### config.mk
export PLATFORM = sky130hd
export DESIGN_NAME = mips_multicycle_ctrl
export DESIGN_NICKNAME = d
export VERILOG_FILES = /design/src/rtl/mips_multicycle_ctrl_pkg.sv /design/src/rtl/mips_ctrl_outdec.sv /design/src/rtl/mips_multicycle_ctrl.sv
export SDC_FILE = /design/constraint.sdc
export NUM_CORES = 1
export LEC_CHECK = 0
export CORE_MARGIN = 1.5
export CORE_UTILIZATION = 46
export DETAILED_ROUTE_END_ITERATION = 10
export PLACE_DENSITY_LB_ADDON = 0.2
export SYNTH_ARGS = -nofsm -noshare
export SYNTH_HDL_FRONTEND = slang
export SYNTH_SLANG_ARGS = --single-unit
### constraint.sdc
create_clock -name clk -period 2.5 [get_ports clk]
set_input_delay 0.25 -clock clk [delete_from_list [all_inputs] [get_ports clk]]
set_output_delay 0.25 -clock clk [all_outputs]
set_load 0.01 [all_outputs]
### src/rtl/mips_multicycle_ctrl_pkg.sv
`default_nettype none
// ============================================================================
// Module   : mips_multicycle_ctrl_pkg
// Brief    : Shared encodings for the multi-cycle MIPS main controller:
//            state encodings, opcode constants, ALU-op codes and mux selects.
//            The ALU control unit uses the same ALUOP_* codes.
// Revision : 1.0 - initial release
// ============================================================================
package mips_multicycle_ctrl_pkg;

  // Controller states. IDLE is entered only from reset. Encodings 14 and 15
  // are unused and recover to FETCH.
  typedef enum logic [3:0] {
    S_IDLE    = 4'd0,
    S_FETCH   = 4'd1,
    S_DECODE  = 4'd2,
    S_MEMADR  = 4'd3,
    S_MEMRD   = 4'd4,
    S_MEMWB   = 4'd5,
    S_MEMWR   = 4'd6,
    S_EXEC    = 4'd7,
    S_RWB     = 4'd8,
    S_BEQ     = 4'd9,
    S_IEXEC   = 4'd10,
    S_IWB     = 4'd11,
    S_JUMP    = 4'd12,
    S_ILLEGAL = 4'd13
  } state_t;

  // Opcode field values (IR[31:26])
  localparam logic [5:0] OP_RTYPE = 6'b000000;
  localparam logic [5:0] OP_J     = 6'b000010;
  localparam logic [5:0] OP_BEQ   = 6'b000100;
  localparam logic [5:0] OP_ADDI  = 6'b001000;
  localparam logic [5:0] OP_ANDI  = 6'b001100;
  localparam logic [5:0] OP_LW    = 6'b100011;
  localparam logic [5:0] OP_SW    = 6'b101011;

  // Codes sent to the ALU control unit
  localparam logic [1:0] ALUOP_ADD   = 2'b00;
  localparam logic [1:0] ALUOP_SUB   = 2'b01;
  localparam logic [1:0] ALUOP_FUNCT = 2'b10;
  localparam logic [1:0] ALUOP_AND   = 2'b11;

  // ALU B-operand selects
  localparam logic [1:0] SRCB_REG   = 2'b00;
  localparam logic [1:0] SRCB_FOUR  = 2'b01;
  localparam logic [1:0] SRCB_IMM   = 2'b10;
  localparam logic [1:0] SRCB_IMMSH = 2'b11;

  // PC source selects
  localparam logic [1:0] PCSRC_ALU    = 2'b00;
  localparam logic [1:0] PCSRC_ALUOUT = 2'b01;
  localparam logic [1:0] PCSRC_JUMP   = 2'b10;

  // State following DECODE for a given opcode
  function automatic state_t decode_target(input logic [5:0] opc);
    state_t nxt;
    case (opc)
      OP_LW, OP_SW:     nxt = S_MEMADR;
      OP_RTYPE:         nxt = S_EXEC;
      OP_BEQ:           nxt = S_BEQ;
      OP_ADDI, OP_ANDI: nxt = S_IEXEC;
      OP_J:             nxt = S_JUMP;
      default:          nxt = S_ILLEGAL;
    endcase
    return nxt;
  endfunction

endpackage
`default_nettype wire

### src/rtl/mips_ctrl_outdec.sv
`default_nettype none
// ============================================================================
// Module   : mips_ctrl_outdec
// Brief    : Combinational output decoder for the multi-cycle MIPS controller.
//            Maps (state, latched opcode, effective mem_ready) to datapath
//            control signals. mem_ready only gates the FETCH loads and the
//            completion pulse of a store.
// Revision : 1.0 - initial release
// ============================================================================
module mips_ctrl_outdec
  import mips_multicycle_ctrl_pkg::*;
#(
  parameter int OPC_W = 6
) (
  input  state_t           state,
  input  logic [OPC_W-1:0] op_q,
  input  logic             mem_ready,
  output logic             pc_write,
  output logic             pc_write_cond,
  output logic             i_or_d,
  output logic             mem_read,
  output logic             mem_write,
  output logic             ir_write,
  output logic             reg_dst,
  output logic             mem_to_reg,
  output logic             reg_write,
  output logic             zero_ext,
  output logic             alu_src_a,
  output logic [1:0]       alu_src_b,
  output logic [1:0]       alu_op,
  output logic [1:0]       pc_source,
  output logic             instr_done,
  output logic             illegal_op
);

  logic w_is_andi;
  assign w_is_andi = (op_q == OP_ANDI);

  // Per-state control decode; every output defaults low so IDLE and unused
  // encodings drive nothing.
  always_comb begin
    pc_write      = 1'b0;
    pc_write_cond = 1'b0;
    i_or_d        = 1'b0;
    mem_read      = 1'b0;
    mem_write     = 1'b0;
    ir_write      = 1'b0;
    reg_dst       = 1'b0;
    mem_to_reg    = 1'b0;
    reg_write     = 1'b0;
    zero_ext      = 1'b0;
    alu_src_a     = 1'b0;
    alu_src_b     = SRCB_REG;
    alu_op        = ALUOP_ADD;
    pc_source     = PCSRC_ALU;
    instr_done    = 1'b0;
    illegal_op    = 1'b0;
    case (state)
      S_FETCH: begin
        mem_read  = 1'b1;
        alu_src_b = SRCB_FOUR;
        // IR and PC load only on the cycle the instruction word arrives
        ir_write  = mem_ready;
        pc_write  = mem_ready;
      end
      S_DECODE: begin
        alu_src_b = SRCB_IMMSH;
      end
      S_MEMADR: begin
        alu_src_a = 1'b1;
        alu_src_b = SRCB_IMM;
      end
      S_MEMRD: begin
        mem_read = 1'b1;
        i_or_d   = 1'b1;
      end
      S_MEMWB: begin
        reg_write  = 1'b1;
        mem_to_reg = 1'b1;
        instr_done = 1'b1;
      end
      S_MEMWR: begin
        mem_write  = 1'b1;
        i_or_d     = 1'b1;
        instr_done = mem_ready;
      end
      S_EXEC: begin
        alu_src_a = 1'b1;
        alu_src_b = SRCB_REG;
        alu_op    = ALUOP_FUNCT;
      end
      S_RWB: begin
        reg_write  = 1'b1;
        reg_dst    = 1'b1;
        instr_done = 1'b1;
      end
      S_BEQ: begin
        alu_src_a     = 1'b1;
        alu_src_b     = SRCB_REG;
        alu_op        = ALUOP_SUB;
        pc_write_cond = 1'b1;
        pc_source     = PCSRC_ALUOUT;
        instr_done    = 1'b1;
      end
      S_IEXEC: begin
        alu_src_a = 1'b1;
        alu_src_b = SRCB_IMM;
        alu_op    = w_is_andi ? ALUOP_AND : ALUOP_ADD;
        zero_ext  = w_is_andi;
      end
      S_IWB: begin
        reg_write  = 1'b1;
        zero_ext   = w_is_andi;
        instr_done = 1'b1;
      end
      S_JUMP: begin
        pc_write   = 1'b1;
        pc_source  = PCSRC_JUMP;
        instr_done = 1'b1;
      end
      S_ILLEGAL: begin
        illegal_op = 1'b1;
      end
      default: begin
      end
    endcase
  end

endmodule
`default_nettype wire

### src/rtl/mips_multicycle_ctrl.sv
`default_nettype none
// ============================================================================
// Module   : mips_multicycle_ctrl
// Brief    : Main control FSM of the multi-cycle MIPS datapath. Holds the
//            state register, the opcode latched in DECODE and the next-state
//            logic; output decode lives in mips_ctrl_outdec.
// Revision : 1.0 - initial release
// ============================================================================
module mips_multicycle_ctrl
  import mips_multicycle_ctrl_pkg::*;
#(
  parameter int OPC_W       = 6,
  parameter bit MEM_WAIT_EN = 1'b1
) (
  input  logic             clk,
  input  logic             rst_n,
  input  logic [OPC_W-1:0] opcode,
  input  logic             mem_ready,
  output logic             pc_write,
  output logic             pc_write_cond,
  output logic             i_or_d,
  output logic             mem_read,
  output logic             mem_write,
  output logic             ir_write,
  output logic             reg_dst,
  output logic             mem_to_reg,
  output logic             reg_write,
  output logic             zero_ext,
  output logic             alu_src_a,
  output logic [1:0]       alu_src_b,
  output logic [1:0]       alu_op,
  output logic [1:0]       pc_source,
  output logic             instr_done,
  output logic             illegal_op,
  output logic [3:0]       state_o
);

  state_t           r_state;
  state_t           w_state_nxt;
  logic [OPC_W-1:0] r_op;
  logic             w_ready;

  // With waits disabled the memory is assumed to answer every cycle
  assign w_ready = MEM_WAIT_EN ? mem_ready : 1'b1;

  // State register and opcode latch; reset is asynchronous so the outputs
  // collapse to the IDLE decode the instant rst_n falls.
  always_ff @(posedge clk or negedge rst_n) begin
    if (!rst_n) begin
      r_state <= S_IDLE;
      r_op    <= '0;
    end else begin
      r_state <= w_state_nxt;
      if (r_state == S_DECODE) begin
        r_op <= opcode;
      end
    end
  end

  // Next-state sequencing; memory states hold until the access completes
  always_comb begin
    w_state_nxt = S_FETCH;
    case (r_state)
      S_IDLE:    w_state_nxt = S_FETCH;
      S_FETCH:   w_state_nxt = w_ready ? S_DECODE : S_FETCH;
      S_DECODE:  w_state_nxt = decode_target(opcode);
      S_MEMADR:  w_state_nxt = (r_op == OP_LW) ? S_MEMRD : S_MEMWR;
      S_MEMRD:   w_state_nxt = w_ready ? S_MEMWB : S_MEMRD;
      S_MEMWR:   w_state_nxt = w_ready ? S_FETCH : S_MEMWR;
      S_EXEC:    w_state_nxt = S_RWB;
      S_IEXEC:   w_state_nxt = S_IWB;
      default:   w_state_nxt = S_FETCH;
    endcase
  end

  assign state_o = r_state;

  mips_ctrl_outdec #(
    .OPC_W (OPC_W)
  ) u_outdec (
    .state         (r_state),
    .op_q          (r_op),
    .mem_ready     (w_ready),
    .pc_write      (pc_write),
    .pc_write_cond (pc_write_cond),
    .i_or_d        (i_or_d),
    .mem_read      (mem_read),
    .mem_write     (mem_write),
    .ir_write      (ir_write),
    .reg_dst       (reg_dst),
    .mem_to_reg    (mem_to_reg),
    .reg_write     (reg_write),
    .zero_ext      (zero_ext),
    .alu_src_a     (alu_src_a),
    .alu_src_b     (alu_src_b),
    .alu_op        (alu_op),
    .pc_source     (pc_source),
    .instr_done    (instr_done),
    .illegal_op    (illegal_op)
  );

endmodule
`default_nettype wire

==> impl_results.md, run 1 <==
- RSZ-0062 raised after global routing: false
- Longest Clk Path Bufs: 2
- Via-to-Cell Ratio: 5.43
- Placed cell areas: 1140 sq um
- Slew HR: 66.0%
- Max-Cap Viols: 0
- CP Capture Type: primary output
- Endpoints failing setup: 0
- Stages on the worst setup path: 4
- Crit. Startpoint: state_o[1]$_DFF_PN0_
- Post-synth ARST share: 100%
- Setup Total Neg Slack: 0 ns
- Initial Util: 48.4%
- PD cells: 1130 nW/um^2
- Worst-Skew Late Latency: 0.27 ns
- Lkg Pwr: 0.451 nW
- Status: finished clean
- Final Hold Vio Count: 0
- Final core utilization: 68.9%
- Worst VDD drop: 0.000590 V
- Hold Path Class: in2async
- Top delay family on crit path: simple AND/OR/NAND/NOR gates
- Worst-Margin Slew: 0.505 ns
- Main synth FF type: dfrtp_1
- Number of synthesized register bits: 10
- Mapped Nets: 103
- Layout fillers: 134
- Share of the synthesized area in the top cell type: 30.3%
- CTS tree: yes
- Hold-fix buffers, CTS: 0
- Rows: 15
- Psw: 0.549 mW
- Top Metal Used: met4
- Clk root buf: clkbuf_4
- Synth top area cells: dfrtp_1 (30%), mux2_2 (8.2%), nand2b_4 (5.0%)
- Startpoint Class: register
- Number of distinct library cells after synthesis: 38
- Synth Instances: 94
- Fin Clk Skew: 0.00499 ns
- Switching share of power: 41.3%
- Depth of the most critical reg-to-reg path: 5
- R2R setup slack: 0.93 ns
- Final-stage net count: 136
- Met1 WL: 803 microns
- Antenna-violating nets left: 0
- Power share of the sequential group: 28.0%
- Largest net degree at the start of global routing: 14
- Crit-path cells: nand2b_4 -> nor4_1 -> or2_1 -> clkdlybuf4s50_1
- Layout cell share with drive strength beyond 1: 16.7%
- DRC viols: 0
- Synth-to-Final Area Change: 42.6%
- WP buf/inv: 1
- CTS buffer count: 3
- Total internal power: 0.779 mW
- CP max stage cell: clkdlybuf4s50_1
- Vias: 820
- Total global-route track usage: 22.5%
- Drt initial violations: 8
- Detail Placement HPWL: 1600 microns
- Worst Path Required: 2.25 ns
- Core area: 1710 sq um
- GPL Wtd Cong: 0.865
- Clk network pwr share: 10.9%
- Synth warnings: 0
- Sequential Area: 251 sq um
- CTS clk-pin slew, worst paths: 0.06 ns
- Met3 WL: 111 microns
- Grt ovf: 0
- Post-Synthesis Cell Area: 826 sq um
- Top Ports: 32
- Total power: 1.33 mW
- IO buf count: 31
- Initial antenna violation count: 0
- Post-synth top cells: nor2_1 (11), dfrtp_1 (10), a21oi_1 (7), mux2_2 (6)
- Full die area: 2060 sq um
- Avg Inst Size Synth: 8.79 sq um
- Vias in the first global route: 791
- CP peak stage delay: 0.53 ns
- R2R Path End: state_o[0]$_DFF_PN0_
- Top-count cell post-synth: nor2_1
- Synth area leader: dfrtp_1
- First-pass GRT wire length: 3280 microns
- CTS Sinks: 10
- F_max: 419 MHz
- Worst r2r src: state_o[2]$_DFF_PN0_
- Setup CP Type: reg2out
- Die Y: 45.4 microns
- Ant. Diodes: 0
- Seq/Total Area, Yosys: 30.3%
- Crit path DAT: 2.14 ns
- Tmin final: 2.39 ns
- WL met2: 1070 microns
- Width of the die: 45.4 microns
- Finished Cell Area: 1180 sq um
- Multi-input logic area: 499 sq um
- DRT Wirelength: 2010 microns
- First-pass detailed-route iteration total: 5
- CTS H-tree depth: 1
- Worst Path Max Fanout: 10
- Max-slew violations: 0
- Combinational power share: 61.1%
- WL/cell: 13.3 microns
- Crit path to: pc_write
- Post-synth EDFFs: 0
- Crit share post-route: 95.5%
## sequential cells by signal (all words and copies together) (netlist names)
signal   flops
r_op         6
state_o      4
## worst reg2reg max path, cell delays in order, from the launching register on
cell      delay (ns)
dfrtp_1         0.49
buf_4           0.21
nand2b_1        0.17
or4_1           0.41
nor2_1          0.10
o21bai_1        0.08
## timing repair
action | 4_1_cts | 5_1_grt
gates resized for setup | 0 | 1
endpoints found under the setup margin | 0 | 1
buffers inserted | 0 | 0
## metrics by stage
step | worst slack, ns | instances | hold slack, ns
floorplan | 0.881 | 94 | -0.0456
global placement | 0.323 | 147 | 0.528
detailed placement | 0.276 | 147 | 0.538
CTS | 0.126 | 151 | 0.296
global route | 0.0525 | 151 | 0.330
finish | 0.112 | 151 | 0.293
## power groups by stage
stage	clock [mW]	combinational [mW]	sequential [mW]
2_1_floorplan	0	0.522	0.326
3_3_place_gp	0	0.793	0.370
3_5_place_dp	0	0.812	0.375
4_1_cts	0.150	0.814	0.371
5_1_grt	0.155	0.878	0.387
6_report	0.144	0.812	0.372
## placed cells by master (no fill, tap or decap), drive strengths merged
cell	count
a21boi	1
a21oi	7
a22oi	1
a41oi	1
buf	4
clkbuf	4
clkdlybuf4s50	31
dfrtp	10
inv	5
mux2	6
mux2i	1
nand2	5
nand2b	5
nand3	3
nand3b	1
nand4b	1
nor2	11
nor2b	2
nor3	4
nor3b	2
nor4	3
nor4b	1
o211ai	1
o21a	1
o21ai	5
o21bai	1
o22ai	3
o31ai	1
o32ai	1
or2	1
or3	1
or4	1
xnor2	1
## worst min-delay path by stage
stage / endpoint / slack (ns) / cells past startpoint
final: state_o[3]$_DFF_PN0_ / 0.29 / 1
after global routing: state_o[3]$_DFF_PN0_ / 0.33 / 1
after CTS: state_o[3]$_DFF_PN0_ / 0.30 / 1
after detailed placement: r_op[2]$_DFFE_PN0P_ / 0.54 / 1
after global placement: r_op[1]$_DFFE_PN0P_ / 0.53 / 1
after floorplan: r_op[0]$_DFFE_PN0P_ / -0.05 / 0
## cell families (layout without fill, tap and decap cells)
| family | Yosys count | after routing | share of synthesized area [%] |
|---|---|---|---|
| multiplexers | 7 | 7 | 9.39 |
| XOR/XNOR | 1 | 1 | 1.06 |
| buffers and inverters | 12 | 44 | 9.24 |
| flip-flops | 10 | 10 | 30.3 |
| AO/OA/AOI/OAI | 23 | 23 | 17.1 |
| AND/OR/NAND/NOR | 41 | 41 | 32.9 |
## final cells by class
class | count | share of cell area (%)
Multi-Input combinational cell | 72 | 42.4
Timing Repair Buffer | 35 | 28.9
Sequential cell | 10 | 21.4
Clock buffer | 4 | 3.08
Tap cell | 25 | 2.66
Inverter | 5 | 1.59
## per-layer routing
layer / up-vias / global-route usage [%]
met2: 28 / 41.1
li1: 403 / -
met5: - / 0
met4: 0 / 8.82
met1: 384 / 24.2
met3: 5 / 6.35
(Power assumes the default switching activity.)
==> inputs of run 2 (changes only) <==
Settings changed: CAP_MARGIN from default to 20.
==> results of run 2 <==
No change in the layout: final DEF, timing and power equal those of run 1.
